--- src/rtl/regfile_port_arbiter_pkg.sv ---
// Shared types and defaults for the register-file port arbiter.
package regfile_arb_pkg;

  localparam int unsigned ADDR_W_DEF = 5;
  localparam int unsigned DATA_W_DEF = 32;

  typedef enum logic {
    ARB   = 1'b0,
    STALL = 1'b1
  } arb_state_e;

  function automatic int unsigned id_width(input int unsigned n);
    return (n > 1) ? $clog2(n) : 1;
  endfunction

endpackage

--- src/rtl/regfile_port_arbiter_if.sv ---
// Client request channel and tagged read-response channel of the arbiter.
interface regfile_port_arbiter_if
  import regfile_arb_pkg::*;
#(
  parameter int unsigned NUM_REQ = 4,
  parameter int unsigned ADDR_W  = ADDR_W_DEF,
  parameter int unsigned DATA_W  = DATA_W_DEF,
  parameter int unsigned ID_W    = id_width(NUM_REQ)
);
  logic [NUM_REQ-1:0]        req_valid;
  logic [NUM_REQ-1:0]        req_ready;
  logic [NUM_REQ-1:0]        req_we;
  logic [NUM_REQ*ADDR_W-1:0] req_addr_a;
  logic [NUM_REQ*ADDR_W-1:0] req_addr_b;
  logic [NUM_REQ*DATA_W-1:0] req_wdata;
  logic                      rsp_valid;
  logic                      rsp_ready;
  logic [ID_W-1:0]           rsp_id;
  logic [DATA_W-1:0]         rsp_data1;
  logic [DATA_W-1:0]         rsp_data2;

  modport master (
    output req_valid, req_we, req_addr_a, req_addr_b, req_wdata, rsp_ready,
    input  req_ready, rsp_valid, rsp_id, rsp_data1, rsp_data2
  );

  modport slave (
    input  req_valid, req_we, req_addr_a, req_addr_b, req_wdata, rsp_ready,
    output req_ready, rsp_valid, rsp_id, rsp_data1, rsp_data2
  );
endinterface

--- src/rtl/regfile_port_arbiter_rr_arbiter.sv ---
// Combinational round-robin picker: first set request at or after ptr_i, wrapping.
module rr_arbiter
  import regfile_arb_pkg::*;
#(
  parameter int unsigned NUM_REQ = 4,
  parameter int unsigned ID_W    = id_width(NUM_REQ)
) (
  input  logic [NUM_REQ-1:0] req_i,
  input  logic [ID_W-1:0]    ptr_i,
  output logic [NUM_REQ-1:0] grant_o,
  output logic [ID_W-1:0]    id_o,
  output logic               valid_o
);
  logic [ID_W-1:0] idx;

  always_comb begin
    grant_o = '0;
    id_o    = '0;
    valid_o = 1'b0;
    idx     = '0;
    for (int unsigned k = 0; k < NUM_REQ; k++) begin
      idx = ID_W'((32'(ptr_i) + k) % NUM_REQ);
      if (!valid_o && req_i[idx]) begin
        valid_o      = 1'b1;
        id_o         = idx;
        grant_o[idx] = 1'b1;
      end
    end
  end
endmodule

--- src/rtl/regfile_port_arbiter.sv ---
// Round-robin arbiter sharing one 2R/1W register file among NUM_REQ clients.
// Optional REGFILE_ARB_ZERO_REG_EN: register 0 reads as zero and ignores writes.
module regfile_port_arbiter
  import regfile_arb_pkg::*;
#(
  parameter int unsigned NUM_REQ = 4,
  parameter int unsigned ADDR_W  = ADDR_W_DEF,
  parameter int unsigned DATA_W  = DATA_W_DEF,
  parameter int unsigned ID_W    = id_width(NUM_REQ)
) (
  input  logic                clk,
  input  logic                reset,
  regfile_port_arbiter_if.slave port,
  output logic [ADDR_W-1:0]   rf_sel1,
  output logic [ADDR_W-1:0]   rf_sel2,
  output logic [ADDR_W-1:0]   rf_sel_write,
  output logic [DATA_W-1:0]   rf_data_write,
  output logic                rf_read_sel,
  output logic                rf_write_sel,
  input  logic [DATA_W-1:0]   rf_data_read1,
  input  logic [DATA_W-1:0]   rf_data_read2
);
  arb_state_e        state_q, state_d;
  logic [ID_W-1:0]   rr_ptr_q, rr_ptr_d;
  logic              rsp_valid_q, rsp_valid_d;
  logic [ID_W-1:0]   rsp_id_q, rsp_id_d;
  logic [DATA_W-1:0] rsp_data1_q, rsp_data1_d;
  logic [DATA_W-1:0] rsp_data2_q, rsp_data2_d;

  logic [ADDR_W-1:0] sel1_q, sel2_q, selw_q;
  logic [DATA_W-1:0] wdata_q;

  logic [NUM_REQ-1:0] eligible, grant;
  logic [ID_W-1:0]    gnt_id;
  logic               gnt_valid;
  logic               read_slot_free;
  logic [ADDR_W-1:0]  addr_a_g, addr_b_g;
  logic [DATA_W-1:0]  wdata_g;
  logic               we_g, do_read, do_write;

  // Writes never touch the response slot, so only reads wait for it.
  always_comb begin
    read_slot_free = (state_q == ARB) ? (!rsp_valid_q || port.rsp_ready) : port.rsp_ready;
    eligible = '0;
    for (int unsigned k = 0; k < NUM_REQ; k++) begin
      eligible[k] = port.req_valid[k] && !reset && (port.req_we[k] || read_slot_free);
    end
  end

  rr_arbiter #(.NUM_REQ(NUM_REQ), .ID_W(ID_W)) u_rr (
    .req_i   (eligible),
    .ptr_i   (rr_ptr_q),
    .grant_o (grant),
    .id_o    (gnt_id),
    .valid_o (gnt_valid)
  );

  always_comb begin
    addr_a_g = port.req_addr_a[32'(gnt_id)*ADDR_W +: ADDR_W];
    addr_b_g = port.req_addr_b[32'(gnt_id)*ADDR_W +: ADDR_W];
    wdata_g  = port.req_wdata[32'(gnt_id)*DATA_W +: DATA_W];
    we_g     = port.req_we[gnt_id];
    do_read  = gnt_valid && !we_g;
`ifdef REGFILE_ARB_ZERO_REG_EN
    do_write = gnt_valid && we_g && (addr_a_g != '0);
`else
    do_write = gnt_valid && we_g;
`endif
  end

  assign port.req_ready = grant;
  assign rf_sel1        = gnt_valid ? addr_a_g : sel1_q;
  assign rf_sel2        = gnt_valid ? addr_b_g : sel2_q;
  assign rf_sel_write   = gnt_valid ? addr_a_g : selw_q;
  assign rf_data_write  = gnt_valid ? wdata_g  : wdata_q;
  assign rf_read_sel    = do_read;
  assign rf_write_sel   = do_write;

  always_comb begin
    state_d     = state_q;
    rr_ptr_d    = rr_ptr_q;
    rsp_valid_d = rsp_valid_q;
    rsp_id_d    = rsp_id_q;
    rsp_data1_d = rsp_data1_q;
    rsp_data2_d = rsp_data2_q;

    if (gnt_valid) begin
      rr_ptr_d = (gnt_id == ID_W'(NUM_REQ - 1)) ? '0 : gnt_id + 1'b1;
    end

    if (do_read) begin
      rsp_valid_d = 1'b1;
      rsp_id_d    = gnt_id;
`ifdef REGFILE_ARB_ZERO_REG_EN
      rsp_data1_d = (addr_a_g == '0) ? '0 : rf_data_read1;
      rsp_data2_d = (addr_b_g == '0) ? '0 : rf_data_read2;
`else
      rsp_data1_d = rf_data_read1;
      rsp_data2_d = rf_data_read2;
`endif
    end else if (port.rsp_ready) begin
      rsp_valid_d = 1'b0;
    end

    case (state_q)
      ARB:     if (rsp_valid_q && !port.rsp_ready) state_d = STALL;
      STALL:   if (rsp_valid_q && port.rsp_ready)  state_d = ARB;
      default: state_d = ARB;
    endcase
  end

  always_ff @(posedge clk) begin
    if (reset) begin
      state_q     <= ARB;
      rr_ptr_q    <= '0;
      rsp_valid_q <= 1'b0;
      rsp_id_q    <= '0;
      rsp_data1_q <= '0;
      rsp_data2_q <= '0;
    end else begin
      state_q     <= state_d;
      rr_ptr_q    <= rr_ptr_d;
      rsp_valid_q <= rsp_valid_d;
      rsp_id_q    <= rsp_id_d;
      rsp_data1_q <= rsp_data1_d;
      rsp_data2_q <= rsp_data2_d;
    end
  end

  // Register-file lines keep their last driven value between grants.
  always_ff @(posedge clk) begin
    if (gnt_valid) begin
      sel1_q  <= addr_a_g;
      sel2_q  <= addr_b_g;
      selw_q  <= addr_a_g;
      wdata_q <= wdata_g;
    end
  end

  assign port.rsp_valid = rsp_valid_q;
  assign port.rsp_id    = rsp_id_q;
  assign port.rsp_data1 = rsp_data1_q;
  assign port.rsp_data2 = rsp_data2_q;
endmodule

--- src/flat_wrapper.sv ---
// flat-port wrapper written by rule: the top's interface ports become plain ports
module regfile_port_arbiter_flat import regfile_arb_pkg::*;
#(
  parameter int unsigned NUM_REQ = 4,
  parameter int unsigned ADDR_W  = ADDR_W_DEF,
  parameter int unsigned DATA_W  = DATA_W_DEF,
  parameter int unsigned ID_W    = id_width(NUM_REQ)
)
  (clk, reset, rf_sel1, rf_sel2, rf_sel_write, rf_data_write, rf_read_sel, rf_write_sel, rf_data_read1, rf_data_read2, port_req_valid, port_req_we, port_req_addr_a, port_req_addr_b, port_req_wdata, port_rsp_ready, port_req_ready, port_rsp_valid, port_rsp_id, port_rsp_data1, port_rsp_data2);
  regfile_port_arbiter_if #(.NUM_REQ(NUM_REQ), .ADDR_W(ADDR_W), .DATA_W(DATA_W), .ID_W(ID_W)) port_i ();
  input  logic clk;
  input  logic reset;
  output logic [ADDR_W-1:0] rf_sel1;
  output logic [ADDR_W-1:0] rf_sel2;
  output logic [ADDR_W-1:0] rf_sel_write;
  output logic [DATA_W-1:0] rf_data_write;
  output logic rf_read_sel;
  output logic rf_write_sel;
  input  logic [DATA_W-1:0] rf_data_read1;
  input  logic [DATA_W-1:0] rf_data_read2;
  input wire logic [$bits(port_i.req_valid)-1:0] port_req_valid;
  input wire logic [$bits(port_i.req_we)-1:0] port_req_we;
  input wire logic [$bits(port_i.req_addr_a)-1:0] port_req_addr_a;
  input wire logic [$bits(port_i.req_addr_b)-1:0] port_req_addr_b;
  input wire logic [$bits(port_i.req_wdata)-1:0] port_req_wdata;
  input wire logic [$bits(port_i.rsp_ready)-1:0] port_rsp_ready;
  output wire logic [$bits(port_i.req_ready)-1:0] port_req_ready;
  output wire logic [$bits(port_i.rsp_valid)-1:0] port_rsp_valid;
  output wire logic [$bits(port_i.rsp_id)-1:0] port_rsp_id;
  output wire logic [$bits(port_i.rsp_data1)-1:0] port_rsp_data1;
  output wire logic [$bits(port_i.rsp_data2)-1:0] port_rsp_data2;
  assign port_i.req_valid = port_req_valid;
  assign port_i.req_we = port_req_we;
  assign port_i.req_addr_a = port_req_addr_a;
  assign port_i.req_addr_b = port_req_addr_b;
  assign port_i.req_wdata = port_req_wdata;
  assign port_i.rsp_ready = port_rsp_ready;
  assign port_req_ready = port_i.req_ready;
  assign port_rsp_valid = port_i.rsp_valid;
  assign port_rsp_id = port_i.rsp_id;
  assign port_rsp_data1 = port_i.rsp_data1;
  assign port_rsp_data2 = port_i.rsp_data2;
  regfile_port_arbiter #(.NUM_REQ(NUM_REQ), .ADDR_W(ADDR_W), .DATA_W(DATA_W), .ID_W(ID_W)) u_core (.clk(clk), .reset(reset), .port(port_i), .rf_sel1(rf_sel1), .rf_sel2(rf_sel2), .rf_sel_write(rf_sel_write), .rf_data_write(rf_data_write), .rf_read_sel(rf_read_sel), .rf_write_sel(rf_write_sel), .rf_data_read1(rf_data_read1), .rf_data_read2(rf_data_read2));
endmodule
--- config.mk ---
export PLATFORM = sky130hd
export DESIGN_NAME = regfile_port_arbiter_flat
export DESIGN_NICKNAME = d
export VERILOG_FILES = /design/src/rtl/regfile_port_arbiter_pkg.sv /design/src/rtl/regfile_port_arbiter_if.sv /design/src/rtl/regfile_port_arbiter_rr_arbiter.sv /design/src/rtl/regfile_port_arbiter.sv /design/src/flat_wrapper.sv
export SDC_FILE = /design/constraint.sdc
export NUM_CORES = 1
export LEC_CHECK = 0
export ABC_AREA = 1
export CAP_MARGIN = 30
export CORE_AREA = 2 2 142 144
export CTS_CLUSTER_DIAMETER = 150
export CTS_CLUSTER_SIZE = 12
export DETAILED_ROUTE_END_ITERATION = 10
export DIE_AREA = 0 0 144 146
export HOLD_SLACK_MARGIN = 0.1
export PLACE_DENSITY = 0.7
export SYNTH_ARGS = -nofsm -noshare
export SYNTH_HDL_FRONTEND = slang
export SYNTH_HIERARCHICAL = 1
export SYNTH_SLANG_ARGS = --single-unit
--- constraint.sdc ---
create_clock -name clk -period 4.75 [get_ports clk]
set_clock_uncertainty 0.2 [all_clocks]
set_input_delay 0.95 -clock clk [delete_from_list [all_inputs] [get_ports clk]]
set_output_delay 0.95 -clock clk [all_outputs]
set_load 0.02 [all_outputs]
==> impl_metrics.json <==
{
  "grt_pass1_vias": 7114,
  "avgSynthCellArea_um2": 6.37,
  "drv_cap": 0,
  "num-nets-final": 1614,
  "status": "complete, no violations",
  "vias": 7669,
  "yosysWarningCount": 6,
  "io_pins": 363,
  "area_growth_pct": 74.4,
  "cts_tree": "built",
  "drt_iter0_drc": 338,
  "clock-root-buffer": "clkbuf_16",
  "cp_max_fo": 21,
  "regToRegStartpoint": "u_core/port.rsp_valid",
  "clk_pin_slew_ns": 0.07,
  "fmax_mhz": 216,
  "yosysMostFrequentCell": "nand2_1",
  "r2r_slack_ns": 0.77,
  "wl_um": 24900,
  "ys_seq_elements": 117,
  "grt_usage_pct": 23.1,
  "synth_fp_nets": 1232,
  "hold_class": "flip-flop to flip-flop",
  "hold_violations": 0,
  "cts_htree_levels": 4,
  "cp.arrival_ns": 3.48,
  "synth_top_area_share_pct": 37.4,
  "synth_flop_cell": "dfxtp_1",
  "die_h_um": 146,
  "slowest_stage": "clkdlybuf4s50_1",
  "n_antenna_cell": 0,
  "cp_cell_sequence": "clkdlybuf4s50_1 > inv_2 > nand3_1 > inv_1 > inv_1 > nand2_2 > nand3_4 > nand2_4 > nor2_1 > a21oi_2 > nand3_4 > buf_6 > o21ai_0 > o22ai_1 > nand2_1 > nand2_1 > clkdlybuf4s15_1",
  "cts_buffers": 17,
  "syn-cell-area_um2": 6260,
  "drc": 0,
  "relSlewSlack_pct": 44.7,
  "ys_types": 24,
  "drtAntennaViolNets": 0,
  "clkSinkCount": 117,
  "slowest_delay_ns": 0.49,
  "crit_path_start_kind": "input port",
  "grt_overflow": 0,
  "synth.area.top_cells": "dfxtp_1, nand2_1, nor2_1",
  "postSynth.asyncResetShare_pct": 0,
  "clock_latency_ns": 0.41,
  "drive_gt1_share_pct": 13.1,
  "end_kind": "output pin",
  "pre_cts_slack_ns": -0.482,
  "hold_slack_ns": 0.247,
  "finalSetupViolCount": 0,
  "post_drt_wl_per_cell_um": 15.2,
  "dr.pass1.iters": 4,
  "grt_max_degree": 88,
  "synth_edf_count": 0,
  "core_um2": 19300,
  "via_per_inst": 4.67,
  "worstSetupPathType": "input port to output pin",
  "slew_violations": 0,
  "cts_hold_buf": 0,
  "num_rows": 51,
  "gp_congestion": 0.910,
  "clk_path_buf_depth": 2,
  "finalCriticalPeriod_ns": 4.63,
  "start_util_pct": 32.4,
  "whs_endpoint": "u_core/selw_q[2]",
  "dp_hpwl_um": 18500,
  "hold_start": "u_core/selw_q[2]",
  "synthCells": 983,
  "finalWorstSetupSlack_ns": 0.118,
  "tightest_slew_ns": 0.830,
  "die_w_um": 144,
  "yosys-top-cells-count": "nand2_1, nor2_1, dfxtp_1",
  "final.period_utilization_pct": 97.5,
  "r2r_cells": 21,
  "antenna_found_initial": 0,
  "r2r_end": "u_core/port.rsp_data2[17]",
  "min_path_cells": 2,
  "crit_required_ns": 3.60,
  "grt_pass1_wl_um": 38200,
  "io_buffers": 362,
  "die-area_um2": 21000,
  "yosysTopAreaCell": "dfxtp_1",
  "ys_seq_area_share_pct": 37.4
}
## cell type report
type / instances / area, µm²
Clock buffer: 17 / 425
Sequential cell: 117 / 2340
Tap cell: 265 / 332
Fill cell: 1909 / 8410
Clock inverter: 15 / 151
Timing Repair inverter: 1 / 7.51
Timing Repair Buffer: 436 / 4070
Multi-Input combinational cell: 704 / 3260
Inverter: 88 / 335
## flip-flops by register name, indices dropped and copies added, names as in the netlist, named ones only
signal                 cells
u_core/rr_ptr_q            2
u_core/wdata_q            32
u_core/port.rsp_valid      1
u_core/port.rsp_data2     32
u_core/sel2_q              5
u_core/selw_q              5
u_core/sel1_q              5
u_core/port.rsp_id         2
u_core/port.rsp_data1     32
## through the flow
stage / util (%) / instance area, µm² / std cells / setup TNS (ns)
floorplan: - / 6260 / 983 / 0
global placement: 54.0 / 10400 / 1607 / -17.22
detailed placement: 54.0 / 10400 / 1607 / -19.80
CTS: 57.1 / 11000 / 1642 / 0
global route: 56.5 / 10900 / 1643 / -0.271
finish: 56.5 / 10900 / 1643 / 0
## critical path: cells and delay by family
kind | cells | cell delay (ns)
buf+inv | 6 | 1.21
compound gates | 3 | 0.45
simple gates | 8 | 0.88
## placed cells by master, fill, tap and decap left out, types with 21 or more instances in the layout
cell type,n
nand3_1,81
o22ai_1,41
nand2_1,227
nor2_1,156
dfxtp_1,117
o21ai_0,78
clkbuf_2,21
buf_4,71
inv_1,83
a21oi_1,73
clkdlybuf4s50_1,311
## timing repair
action	4_1_cts	5_1_grt
cloned	2	0
buffers inserted	1	3
resized for setup	133	77
endpoints found under the setup margin	48	70
pin swaps	4	10
## cells by family (layout without fill, tap and decap cells)
| group | after synthesis | after routing | share of synthesized area [%] |
|---|---|---|---|
| buffers and inverters | 162 | 557 | 11.4 |
| and+or+nand+nor | 491 | 491 | 32.4 |
| AOI/OAI and AO/OA | 207 | 207 | 17.6 |
| adders and majority gates | 6 | 6 | 1.20 |
| DFF | 117 | 117 | 37.4 |
## metal layers
| metal | share of wire (%) | up-vias | global-route usage (%) |
|---|---|---|---|
| li1 | - | 3939 | - |
| met1 | 41 | 3425 | 28.0 |
| met2 | 48 | 261 | 38.3 |
| met3 | 8.3 | 44 | 7.50 |
| met4 | 2.6 | 0 | 8.04 |
| met5 | 0 | - | 0 |
## how the worst max path moves through the flow
stage	startpoint	endpoint
2_1_floorplan	reset	rf_sel1[1]
3_3_place_gp	port_rsp_ready	rf_data_write[19]
3_5_place_dp	port_rsp_ready	rf_data_write[19]
4_1_cts	port_req_we[1]	rf_data_write[23]
5_1_grt	port_req_we[3]	rf_data_write[6]
6_report	reset	rf_data_write[21]
Power is not shown: default switching activity piles up to over one toggle a cycle in this logic, so the estimate is an artifact.
